--- src/rtl/dvp_frame_gate.sv ---
// Frame-aligned gate from DVP capture to the DDR3 write FIFO: skips settling frames,
// forces exactly IMAGE_WIDTH*IMAGE_HEIGHT words per frame. Option: FRAME_GATE_TEST_PATTERN_EN.
module dvp_frame_gate #(
    parameter int                IMAGE_WIDTH  = 1280,
    parameter int                IMAGE_HEIGHT = 720,
    parameter int                DATA_W       = 32,
    parameter int                SKIP_FRAMES  = 2,
    parameter logic [DATA_W-1:0] PAD_VALUE    = '0
) (
    input  logic              clk,
    input  logic              reset_n,
    input  logic              enable,
    input  logic              in_vsync,
    input  logic              in_valid,
    input  logic [DATA_W-1:0] in_data,
`ifdef FRAME_GATE_TEST_PATTERN_EN
    input  logic              test_mode,
`endif
    output logic              out_wren,
    output logic [DATA_W-1:0] out_data,
    output logic              out_load,
    output logic [15:0]       frame_cnt,
    output logic              err_short,
    output logic              err_long,
    output logic              busy
);
    localparam longint     TOTAL_L = longint'(IMAGE_WIDTH) * longint'(IMAGE_HEIGHT);
    localparam logic [23:0] TOTAL   = 24'(TOTAL_L);
    localparam logic [23:0] TOTAL_M1 = TOTAL - 24'd1;
    localparam logic [3:0]  SKIP_N  = 4'(SKIP_FRAMES);

    generate
        if (TOTAL_L >= 64'd16777216) begin : g_total_chk
            $error("dvp_frame_gate: IMAGE_WIDTH*IMAGE_HEIGHT must fit in 24 bits");
        end
    endgenerate

    typedef enum logic [1:0] {IDLE, SKIP, ACTIVE, PAD} state_t;

    state_t            r_state, w_state_n;
    logic              r_en_meta, r_en_s, r_vs_d;
    logic [3:0]        r_skip_cnt, w_skip_n;
    logic [23:0]       r_pix_cnt, w_pix_n;
    logic              r_pend, w_pend_n, r_load_pend, w_load_pend_n;
    logic [DATA_W-1:0] r_pend_data, w_pend_data_n;
    logic              r_wren, w_wren_n, r_load, w_load_n, r_busy, w_busy_n;
    logic [DATA_W-1:0] r_data, w_data_n, w_data_o;
    logic [15:0]       r_frame_cnt, w_frame_n;
    logic              r_err_short, w_err_s_n, r_err_long, w_err_l_n;
    logic              w_sof, w_full, w_restart;

    assign w_sof  = r_vs_d & ~in_vsync;
    assign w_full = (r_pix_cnt == TOTAL);

    always_comb begin
        w_state_n     = r_state;
        w_skip_n      = r_skip_cnt;
        w_pix_n       = r_pix_cnt;
        w_pend_n      = r_pend;
        w_pend_data_n = r_pend_data;
        w_load_pend_n = r_load_pend;
        w_wren_n      = 1'b0;
        w_data_n      = r_data;
        w_load_n      = 1'b0;
        w_frame_n     = r_frame_cnt;
        w_err_s_n     = r_err_short;
        w_err_l_n     = r_err_long;
        w_restart     = r_load_pend | (w_sof & w_full);
        if (!r_en_s) begin
            w_state_n     = IDLE;
            w_pix_n       = '0;
            w_pend_n      = 1'b0;
            w_load_pend_n = 1'b0;
        end else begin
            case (r_state)
                IDLE: begin
                    w_state_n = SKIP;
                    w_skip_n  = '0;
                    w_err_s_n = 1'b0;
                    w_err_l_n = 1'b0;
                end
                SKIP: if (w_sof) begin
                    if (r_skip_cnt == SKIP_N) begin
                        // A pixel arriving with the start SOF is held one cycle so it lands after the load
                        w_state_n     = ACTIVE;
                        w_load_n      = 1'b1;
                        w_pend_n      = in_valid;
                        w_pend_data_n = in_data;
                        w_pix_n       = in_valid ? 24'd1 : 24'd0;
                    end else begin
                        w_skip_n = r_skip_cnt + 4'd1;
                    end
                end
                ACTIVE: begin
                    if (w_restart && !r_pend) begin
                        w_load_n      = 1'b1;
                        w_frame_n     = r_frame_cnt + 16'd1;
                        w_load_pend_n = 1'b0;
                        w_pend_n      = in_valid;
                        w_pend_data_n = in_data;
                        w_pix_n       = in_valid ? 24'd1 : 24'd0;
                    end else begin
                        // A pending write occupies this cycle, so the load slips by one
                        if (w_restart) w_load_pend_n = 1'b1;
                        if (r_pend) begin
                            w_wren_n = 1'b1;
                            w_data_n = r_pend_data;
                            w_pend_n = 1'b0;
                        end
                        if (in_valid) begin
                            if (!w_full && !w_restart) begin
                                w_pix_n = r_pix_cnt + 24'd1;
                                if (r_pend) begin
                                    w_pend_n      = 1'b1;
                                    w_pend_data_n = in_data;
                                end else begin
                                    w_wren_n = 1'b1;
                                    w_data_n = in_data;
                                end
                            end else begin
                                w_err_l_n = 1'b1;
                            end
                        end
                        if (w_sof && !w_full) begin
                            if (in_valid && r_pix_cnt == TOTAL_M1) begin
                                w_load_pend_n = 1'b1;
                            end else begin
                                w_state_n = PAD;
                                w_err_s_n = 1'b1;
                            end
                        end
                    end
                end
                PAD: begin
                    w_wren_n = 1'b1;
                    if (in_valid) w_err_l_n = 1'b1;
                    if (r_pend) begin
                        w_data_n = r_pend_data;
                        w_pend_n = 1'b0;
                    end else begin
                        w_data_n = PAD_VALUE;
                        if (r_pix_cnt == TOTAL_M1) begin
                            w_load_n  = 1'b1;
                            w_frame_n = r_frame_cnt + 16'd1;
                            w_pix_n   = '0;
                            w_state_n = ACTIVE;
                        end else begin
                            w_pix_n = r_pix_cnt + 24'd1;
                        end
                    end
                end
                default: w_state_n = IDLE;
            endcase
        end
        w_busy_n = (w_state_n == ACTIVE) || (w_state_n == PAD);
    end

`ifdef FRAME_GATE_TEST_PATTERN_EN
    localparam int BAR_W = (IMAGE_WIDTH >= 8) ? IMAGE_WIDTH / 8 : 1;
    localparam int COL_W = $clog2(IMAGE_WIDTH + 1);
    logic [COL_W-1:0]  r_col;
    logic [2:0]        w_bar;
    logic [DATA_W-1:0] w_bar_data;

    // Bar index bits map straight to channel enables: R=~b[1], G=~b[2], B=~b[0]
    always_comb begin
        w_bar = 3'd7;
        if (int'(r_col) / BAR_W < 8) w_bar = 3'(int'(r_col) / BAR_W);
        w_bar_data = DATA_W'({8'h00, {8{~w_bar[1]}}, {8{~w_bar[2]}}, {8{~w_bar[0]}}});
    end

    always_ff @(posedge clk or negedge reset_n) begin
        if (!reset_n)                          r_col <= '0;
        else if (w_load_n || r_state == IDLE)  r_col <= '0;
        else if (w_wren_n)                     r_col <= (int'(r_col) == IMAGE_WIDTH - 1) ? '0 : r_col + COL_W'(1);
    end

    assign w_data_o = (test_mode && w_wren_n) ? w_bar_data : w_data_n;
`else
    assign w_data_o = w_data_n;
`endif

    always_ff @(posedge clk or negedge reset_n) begin
        if (!reset_n) begin
            r_en_meta   <= 1'b0;
            r_en_s      <= 1'b0;
            r_vs_d      <= 1'b0;
            r_state     <= IDLE;
            r_skip_cnt  <= '0;
            r_pix_cnt   <= '0;
            r_pend      <= 1'b0;
            r_pend_data <= '0;
            r_load_pend <= 1'b0;
            r_wren      <= 1'b0;
            r_data      <= '0;
            r_load      <= 1'b0;
            r_frame_cnt <= '0;
            r_err_short <= 1'b0;
            r_err_long  <= 1'b0;
            r_busy      <= 1'b0;
        end else begin
            r_en_meta   <= enable;
            r_en_s      <= r_en_meta;
            r_vs_d      <= in_vsync;
            r_state     <= w_state_n;
            r_skip_cnt  <= w_skip_n;
            r_pix_cnt   <= w_pix_n;
            r_pend      <= w_pend_n;
            r_pend_data <= w_pend_data_n;
            r_load_pend <= w_load_pend_n;
            r_wren      <= w_wren_n;
            r_data      <= w_data_o;
            r_load      <= w_load_n;
            r_frame_cnt <= w_frame_n;
            r_err_short <= w_err_s_n;
            r_err_long  <= w_err_l_n;
            r_busy      <= w_busy_n;
        end
    end

    assign out_wren  = r_wren;
    assign out_data  = r_data;
    assign out_load  = r_load;
    assign frame_cnt = r_frame_cnt;
    assign err_short = r_err_short;
    assign err_long  = r_err_long;
    assign busy      = r_busy;
endmodule

--- config.mk ---
export PLATFORM = sky130hd
export DESIGN_NAME = dvp_frame_gate
export DESIGN_NICKNAME = d
export VERILOG_FILES = /design/src/rtl/dvp_frame_gate.sv
export SDC_FILE = /design/constraint.sdc
export NUM_CORES = 1
export LEC_CHECK = 0
export ABC_AREA = 1
export BUFFER_PORTS_ARGS = -buffer_cell sky130_fd_sc_hd__buf_2
export CORE_ASPECT_RATIO = 1.25
export CORE_MARGIN = 2
export CORE_UTILIZATION = 55
export CTS_CLUSTER_SIZE = 8
export DETAILED_ROUTE_END_ITERATION = 6
export PLACE_DENSITY = 0.85
export SETUP_SLACK_MARGIN = 0.4
export SLEW_MARGIN = 30
export SYNTH_ARGS = -nofsm -noshare
export SYNTH_HDL_FRONTEND = slang
export SYNTH_SLANG_ARGS = --single-unit
--- constraint.sdc ---
create_clock -name clk -period 2.5 [get_ports clk]
set_input_delay 0.5 -clock clk [delete_from_list [all_inputs] [get_ports clk]]
set_output_delay 0.5 -clock clk [all_outputs]
set_load 0.02 [all_outputs]
==> impl_metrics.toml, run 1 <==
[synthesis]
synthMuxAreaShare_pct = 0
yosys.cell_types.count = 36
synthAdderAreaFrac_pct = 1.800
synth-simple-area-share_pct = 41.95
syn-cell-area_um2 = 6952
synth_xor_area_share_pct = 3.024
synth_area_per_cell_um2 = 6.966
synth-compound-area-share_pct = 3.312
syn-num-nets = 1045
seq_area_frac_synth_pct = 43.20
synth_cells = 998
synth-seq-cells = 120
yosysWarnings = 0
synth_top_family_by_area = "simple AND/OR/NAND/NOR gates"

[place]
gp_congestion = 0.9328
place_ws_ns = 0.2140
place.detailed.hpwl_mm = 12.05
dp_cells = 1240
port_buffers = 89

[pwr]
p_switching_mw = 1.702
switching_share_pct = 28.01
pwr-share-clk_pct = 47.8
seq_power_share_pct = 39.0
power.internal_mw = 4.376
leakagePower_nw = 4.858
vdd_ir_drop_max_mv = 0.4745
combPwrFrac_pct = 13.2
power.density_nw_per_um2 = 688.2

[timing]
finalWorstSetupSlack_ns = 0.2451
min_period_ns = 2.255
slew-limit-headroom_pct = 46.36
fin_skew_ns = 0.007395
worstMarginPinSlew_ns = 0.8045
fin_setup_tns_ns = 0
rsz0062_at_grt = "no"
fmax_mhz = 443.5
period_share_pct = 90.20
drv_slew = 0
hold_viol = 0
setup_viol = 0

[critical_path]
crit_slowest_cell = "dfrtp_1"
endpoint_kind = "flip-flop"
regToRegStartpoint = "r_pix_cnt[6]"
crit_type = "flip-flop to flip-flop"
path_cells = "nand2_1, nor2_1, nand2_2, nor2_2, nand2_2, nand2_4, buf_4, o21ai_0, inv_1, nand3_1, nand2_1, nand2_1"
ff2ff_path_depth = 12
critPathLaunchType = "flip-flop"
crit_required_ns = 2.81
path_common_cell = "nand2_1"
critPathMaxStageDelay_ns = 0.51
cp-startpoint = "r_pix_cnt[6]"
arrival_ns = 2.57
critical_path.max_fanout = 6

[cells_and_area]
final_common_cell = "nand2_1"
n_antenna_cell = 0
finalNetCount = 1164
drive_above_1_share_pct = 20.62
stdcell_count = 1294
syn_to_final_growth_pct = 27.03
layout_common_cells = "nand2_1, dfrtp_1, nand3_1, buf_2, nor2_1"

[global_route]
antenna_found_initial = 0
grt_first_pass_wirelength_mm = 32.06
gr-total-overflow = 0
grt_pass1_vias = 6683
track_usage_pct = 29.54
grt_max_degree = 121

[floorplanning]
die_height_um = 129.7
rows = 45
dieArea_um2 = 13560
initial_utilization_pct = 56.90
die_x_um = 104.6
core_um2 = 12220
io_pins = 90

[cts]
clock-sinks = 120
insertion_delay_ns = 0.42
cts_max_level = 4
clockBufferDepth = 2
cts_root_buf = "clkbuf_16"
cts_tree = "built"
clk_pin_slew_worst_paths_ns = 0.06
cts_buffers = 17
cts_hold_buf = 0

[drt]
drtIter0Drc = 984
wirelength_mm = 22.41
wl_per_cell_um = 17.32
dr.pass1.iters = 7
antenna_left = 0
vias = 7598
drcViolationCount = 3
avgViaCountPerCell = 5.872

[run_status]
violations = "DRC"
run_status = "finished, violations left"

[run]
drv_cap = 0

[min_path]
hp-class = "input port to asynchronous set/reset pin"
==> metrics by stage <==
step / utilization [%] / hold slack, ns / power, mW / area, µm²
6_report: 72.28 / 0.1314 / 6.078 / 8831
5_1_grt: 72.28 / 0.1676 / 6.299 / 8831
4_1_cts: 68.91 / 0.1741 / 5.978 / 8419
3_5_place_dp: 62.55 / 0.3363 / 3.055 / 7642
3_3_place_gp: 62.51 / 0.3345 / 3.017 / 7637
2_1_floorplan: - / 0.2044 / 2.807 / 6952
==> worst max-delay path, delay by kind of cell (launching register included) <==
kind                   cells  cell delay, ns
buffers and inverters      2            0.24
AO/OA/AOI/OAI              1            0.09
AND/OR/NAND/NOR            9            1.30
flip-flops                 1            0.51
==> layer usage <==
metal  share of wire (%)  up-vias  global-route usage, %  routed length, µm
met5                   0        -                      0                  0
met4                 7.0        0                  17.25               1573
met3                 9.6      184                  6.294               2152
met2                  48      553                  49.94              10820
met1                  35     3466                  35.14               7865
li1                    -     3395                      -                  -
==> final cells by class <==
class,instances,area [µm²]
clock inverter,15,261.5
inverter,64,260.3
timing repair buffer,134,884.6
tap,164,205.2
sequential,120,3005
fill,858,3387
multi-input combinational,777,3750
timing repair inverter,3,38.79
clock buffer,17,425.4
==> registers in the layout, summed over array words and instances, names as in the netlist <==
register / cells
out_load: 1
frame_cnt: 16
r_pix_cnt: 24
r_en_meta: 1
r_skip_cnt: 4
err_short: 1
busy: 1
out_data: 32
r_vs_d: 1
err_long: 1
r_pend_data: 32
r_state: 2
out_wren: 1
r_load_pend: 1
r_pend: 1
r_en_s: 1
==> path summary, 6_finish.rpt <==
check | end | slack [ns]
min in group clk | r_en_meta | 0.18
setup reg to reg | r_pix_cnt[0] | 0.25
hold / removal | out_data[28] | 0.13
max in group asynchronous | out_data[26] | 1.80
hold reg to reg | r_en_s | 0.35
setup / recovery | r_pix_cnt[0] | 0.25
==> synth_stat cells <==
| cell type | number | area [µm²] |
|---|---|---|
| nor2_1 | 74 | 277.8 |
| ha_1 | 10 | 125.1 |
| o2111ai_1 | 1 | 8.760 |
| clkinv_2 | 1 | 5.000 |
| or2_2 | 2 | 12.51 |
| nor2_2 | 2 | 12.51 |
| xnor2_1 | 11 | 96.34 |
| nand4_1 | 10 | 62.56 |
| nor2_4 | 1 | 11.26 |
| buf_2 | 21 | 105.1 |
| o221ai_1 | 1 | 8.760 |
| dfrtp_1 | 120 | 3003 |
| nand3_4 | 2 | 35.03 |
| inv_2 | 6 | 22.52 |
| nor3b_1 | 2 | 15.01 |
| nand2_2 | 5 | 31.28 |
| nand2_4 | 6 | 67.56 |
| a21oi_1 | 9 | 45.04 |
| o31ai_1 | 2 | 15.01 |
| xor2_1 | 13 | 113.9 |
| nor4_1 | 2 | 12.51 |
| o21ai_0 | 17 | 85.08 |
| buf_1 | 1 | 3.750 |
| o22ai_1 | 2 | 12.51 |
| clkbuf_1 | 10 | 37.54 |
| inv_1 | 56 | 210.2 |
| a2111oi_0 | 1 | 8.760 |
| clkinv_1 | 1 | 3.750 |
| nand2_1 | 471 | 1768 |
| o21bai_1 | 1 | 7.510 |
| nand3_1 | 112 | 560.5 |
| buf_6 | 5 | 56.30 |
| a31oi_1 | 3 | 18.77 |
| o21ai_1 | 4 | 20.02 |
| buf_4 | 3 | 22.52 |
| nor3_1 | 10 | 50.05 |
==> cell families (layout without fill, tap and decap cells) <==
| kind of cell | count (synthesis) | in the layout |
|---|---|---|
| DFF | 120 | 120 |
| xor gates and xnor gates | 24 | 24 |
| adders and majority gates | 10 | 10 |
| and+or+nand+nor | 699 | 702 |
| AOI/OAI and AO/OA | 41 | 41 |
| buffers and inverters | 104 | 233 |
==> power groups by stage <==
stage	clock [mW]	sequential [mW]	combinational, mW
floorplan	0	2.39	0.412
global placement	0	2.37	0.642
detailed placement	0	2.38	0.671
CTS	2.90	2.36	0.713
global route	3.01	2.39	0.893
finish	2.91	2.37	0.800
==> repair_timing <==
item	4_1_cts	5_1_grt
gates cloned	2	5
buffers inserted	1	14
gates resized for setup	13	66
pin swaps	1	12
setup endpoints to repair	72	107
endpoints found under the hold margin	0	0
No activity file was read; power rests on OpenSTA's default activity.
==> run 2, diff against run 1 <==
--- a/config.mk
+++ b/config.mk
@@ -13,7 +13,7 @@
 export CTS_CLUSTER_SIZE = 8
 export DETAILED_ROUTE_END_ITERATION = 6
 export PLACE_DENSITY = 0.85
-export SETUP_SLACK_MARGIN = 0.4
+export SETUP_SLACK_MARGIN = 0.1
 export SLEW_MARGIN = 30
 export SYNTH_ARGS = -nofsm -noshare
 export SYNTH_HDL_FRONTEND = slang
==> impl_metrics.toml, run 2 (synthesized netlist as in run 1, its figures left out) <==
[place]
place_area_um2 = 7642
place.detailed.hpwl_mm = 12.05
dp_cells = 1240
gp_congestion = 0.9328
place_ws_ns = 0.2140
port_buffers = 89

[run]
drv_cap = 0

[cells_and_area]
finalNetCount = 1142
stdcell_count = 1272
n_antenna_cell = 0
final_common_cell = "nand2_1"
fill_cells = 993
final_cell_area_um2 = 8339
layout_common_cells = "nand2_1, dfrtp_1, nand3_1, buf_2, nor2_1"
final_core_util_pct = 68.25
drive_above_1_share_pct = 16.06
syn_to_final_growth_pct = 19.96

[global_route]
grt_max_degree = 121
track_usage_pct = 28.64
grt_pass1_vias = 6591
grt_first_pass_wirelength_mm = 31.29
gr-total-overflow = 0
antenna_found_initial = 0

[drt]
drcViolationCount = 0
avgViaCountPerCell = 5.469
wirelength_mm = 18.84
vias = 6957
dr.pass1.iters = 5
wl_per_cell_um = 14.81
antenna_left = 0
drtIter0Drc = 485

[critical_path]
path_cells = "ha_2, clkinv_1, nand2_1, nand2_2, a31oi_1, nand2_1, buf_12, nand2_1, nand2_1"
crit_required_ns = 2.82
path_common_cell = "nand2_1"
endpoint_kind = "flip-flop"
critPathMaxStageDelay_ns = 0.45
arrival_ns = 2.56
critPathLaunchType = "flip-flop"
crit_type = "flip-flop to flip-flop"
crit_slowest_cell = "dfrtp_1"
critical_path.max_fanout = 32

[pwr]
p_switching_mw = 1.618
power.internal_mw = 4.327
vdd_ir_drop_max_mv = 0.4577
combPwrFrac_pct = 11.5
leakagePower_nw = 4.647
pwr-share-clk_pct = 48.6
finalPower_mw = 5.945
seq_power_share_pct = 39.8
switching_share_pct = 27.21
power.density_nw_per_um2 = 713.0

[timing]
rsz0062_at_grt = "no"
hold_viol = 0
fin_setup_tns_ns = 0
finalWorstSetupSlack_ns = 0.2530
worstMarginPinSlew_ns = 0.6989
fmax_mhz = 445.0
slew-limit-headroom_pct = 53.30
drv_slew = 0
setup_viol = 0
min_period_ns = 2.247
period_share_pct = 89.88
hold_ws_ns = 0.1340
fin_skew_ns = 0.008935

[cts]
cts_setup_buffers = 0
cts_root_buf = "clkbuf_16"
clockBufferDepth = 2
insertion_delay_ns = 0.43
cts_tree = "built"
clk_pin_slew_worst_paths_ns = 0.06
cts_max_level = 4
cts_buffers = 17
clock-sinks = 120

[floorplanning]
die_x_um = 104.6
initial_utilization_pct = 56.90
dieArea_um2 = 13560
core_um2 = 12220
die_height_um = 129.7
rows = 45
io_pins = 90

[min_path]
hp-class = "input port to asynchronous set/reset pin"

[run_status]
run_status = "finished, final reports clean"
[run 2: cell count changes in the layout (fill, tap and decap cells not counted), sizes merged]
cell / before / now
clkinv: 4 / 3
nand2: 484 / 482
buf: 134 / 118
inv: 70 / 68
nor2: 78 / 77
[run 2: power groups by stage]
stage / registers (mW) / logic [mW] / clock network (mW)
3_5_place_dp: 2.38 / 0.671 / 0
6_report: 2.37 / 0.687 / 2.89
2_1_floorplan: 2.39 / 0.412 / 0
3_3_place_gp: 2.37 / 0.642 / 0
4_1_cts: 2.36 / 0.687 / 2.90
5_1_grt: 2.39 / 0.786 / 3.00
[run 2: routing by layer]
layer | share of wire, % | global-route usage [%]
met2 | 50 | 48.52
met1 | 40 | 34.52
met4 | 4.0 | 15.90
met3 | 6.3 | 5.844
met5 | 0 | 0
[run 2: layout make-up]
cell class	instances	area, µm²	share of cell area, %
multi-input cells	774	3495	41.91
clock inverters	15	261.5	3.136
clock buffers	17	425.4	5.101
flip-flops and latches	120	3003	36.01
repair buffers	118	703.2	8.432
well taps	164	205.2	2.461
inverters	64	246.5	2.956
[run 2: critical path, delay by kind of cell (launching register included)]
| kind | cells | cell delay (ns) |
|---|---|---|
| AOI/OAI and AO/OA | 1 | 0.32 |
| and+or+nand+nor | 5 | 0.69 |
| adders and majority gates | 1 | 0.34 |
| buffers and inverters | 2 | 0.32 |
| DFF | 1 | 0.45 |
[run 2: final timing paths]
kind | startpoint | end | slack [ns] | cells past startpoint
min reg2reg | r_en_meta | r_en_s | 0.35 | 0
max in group asynchronous | reset_n | frame_cnt[1] | 1.84 | 2
max | r_state[1] | out_data[25] | 0.25 | 9
max reg2reg | r_state[1] | out_data[25] | 0.25 | 9
min | reset_n | r_en_meta | 0.13 | 2
min in group clk | enable | r_en_meta | 0.17 | 1
[run 2: repair_timing]
action | 4_1_cts | 5_1_grt
hold buffers | 0 | 0
setup endpoints to repair | 0 | 52
gates resized for setup | 0 | 5
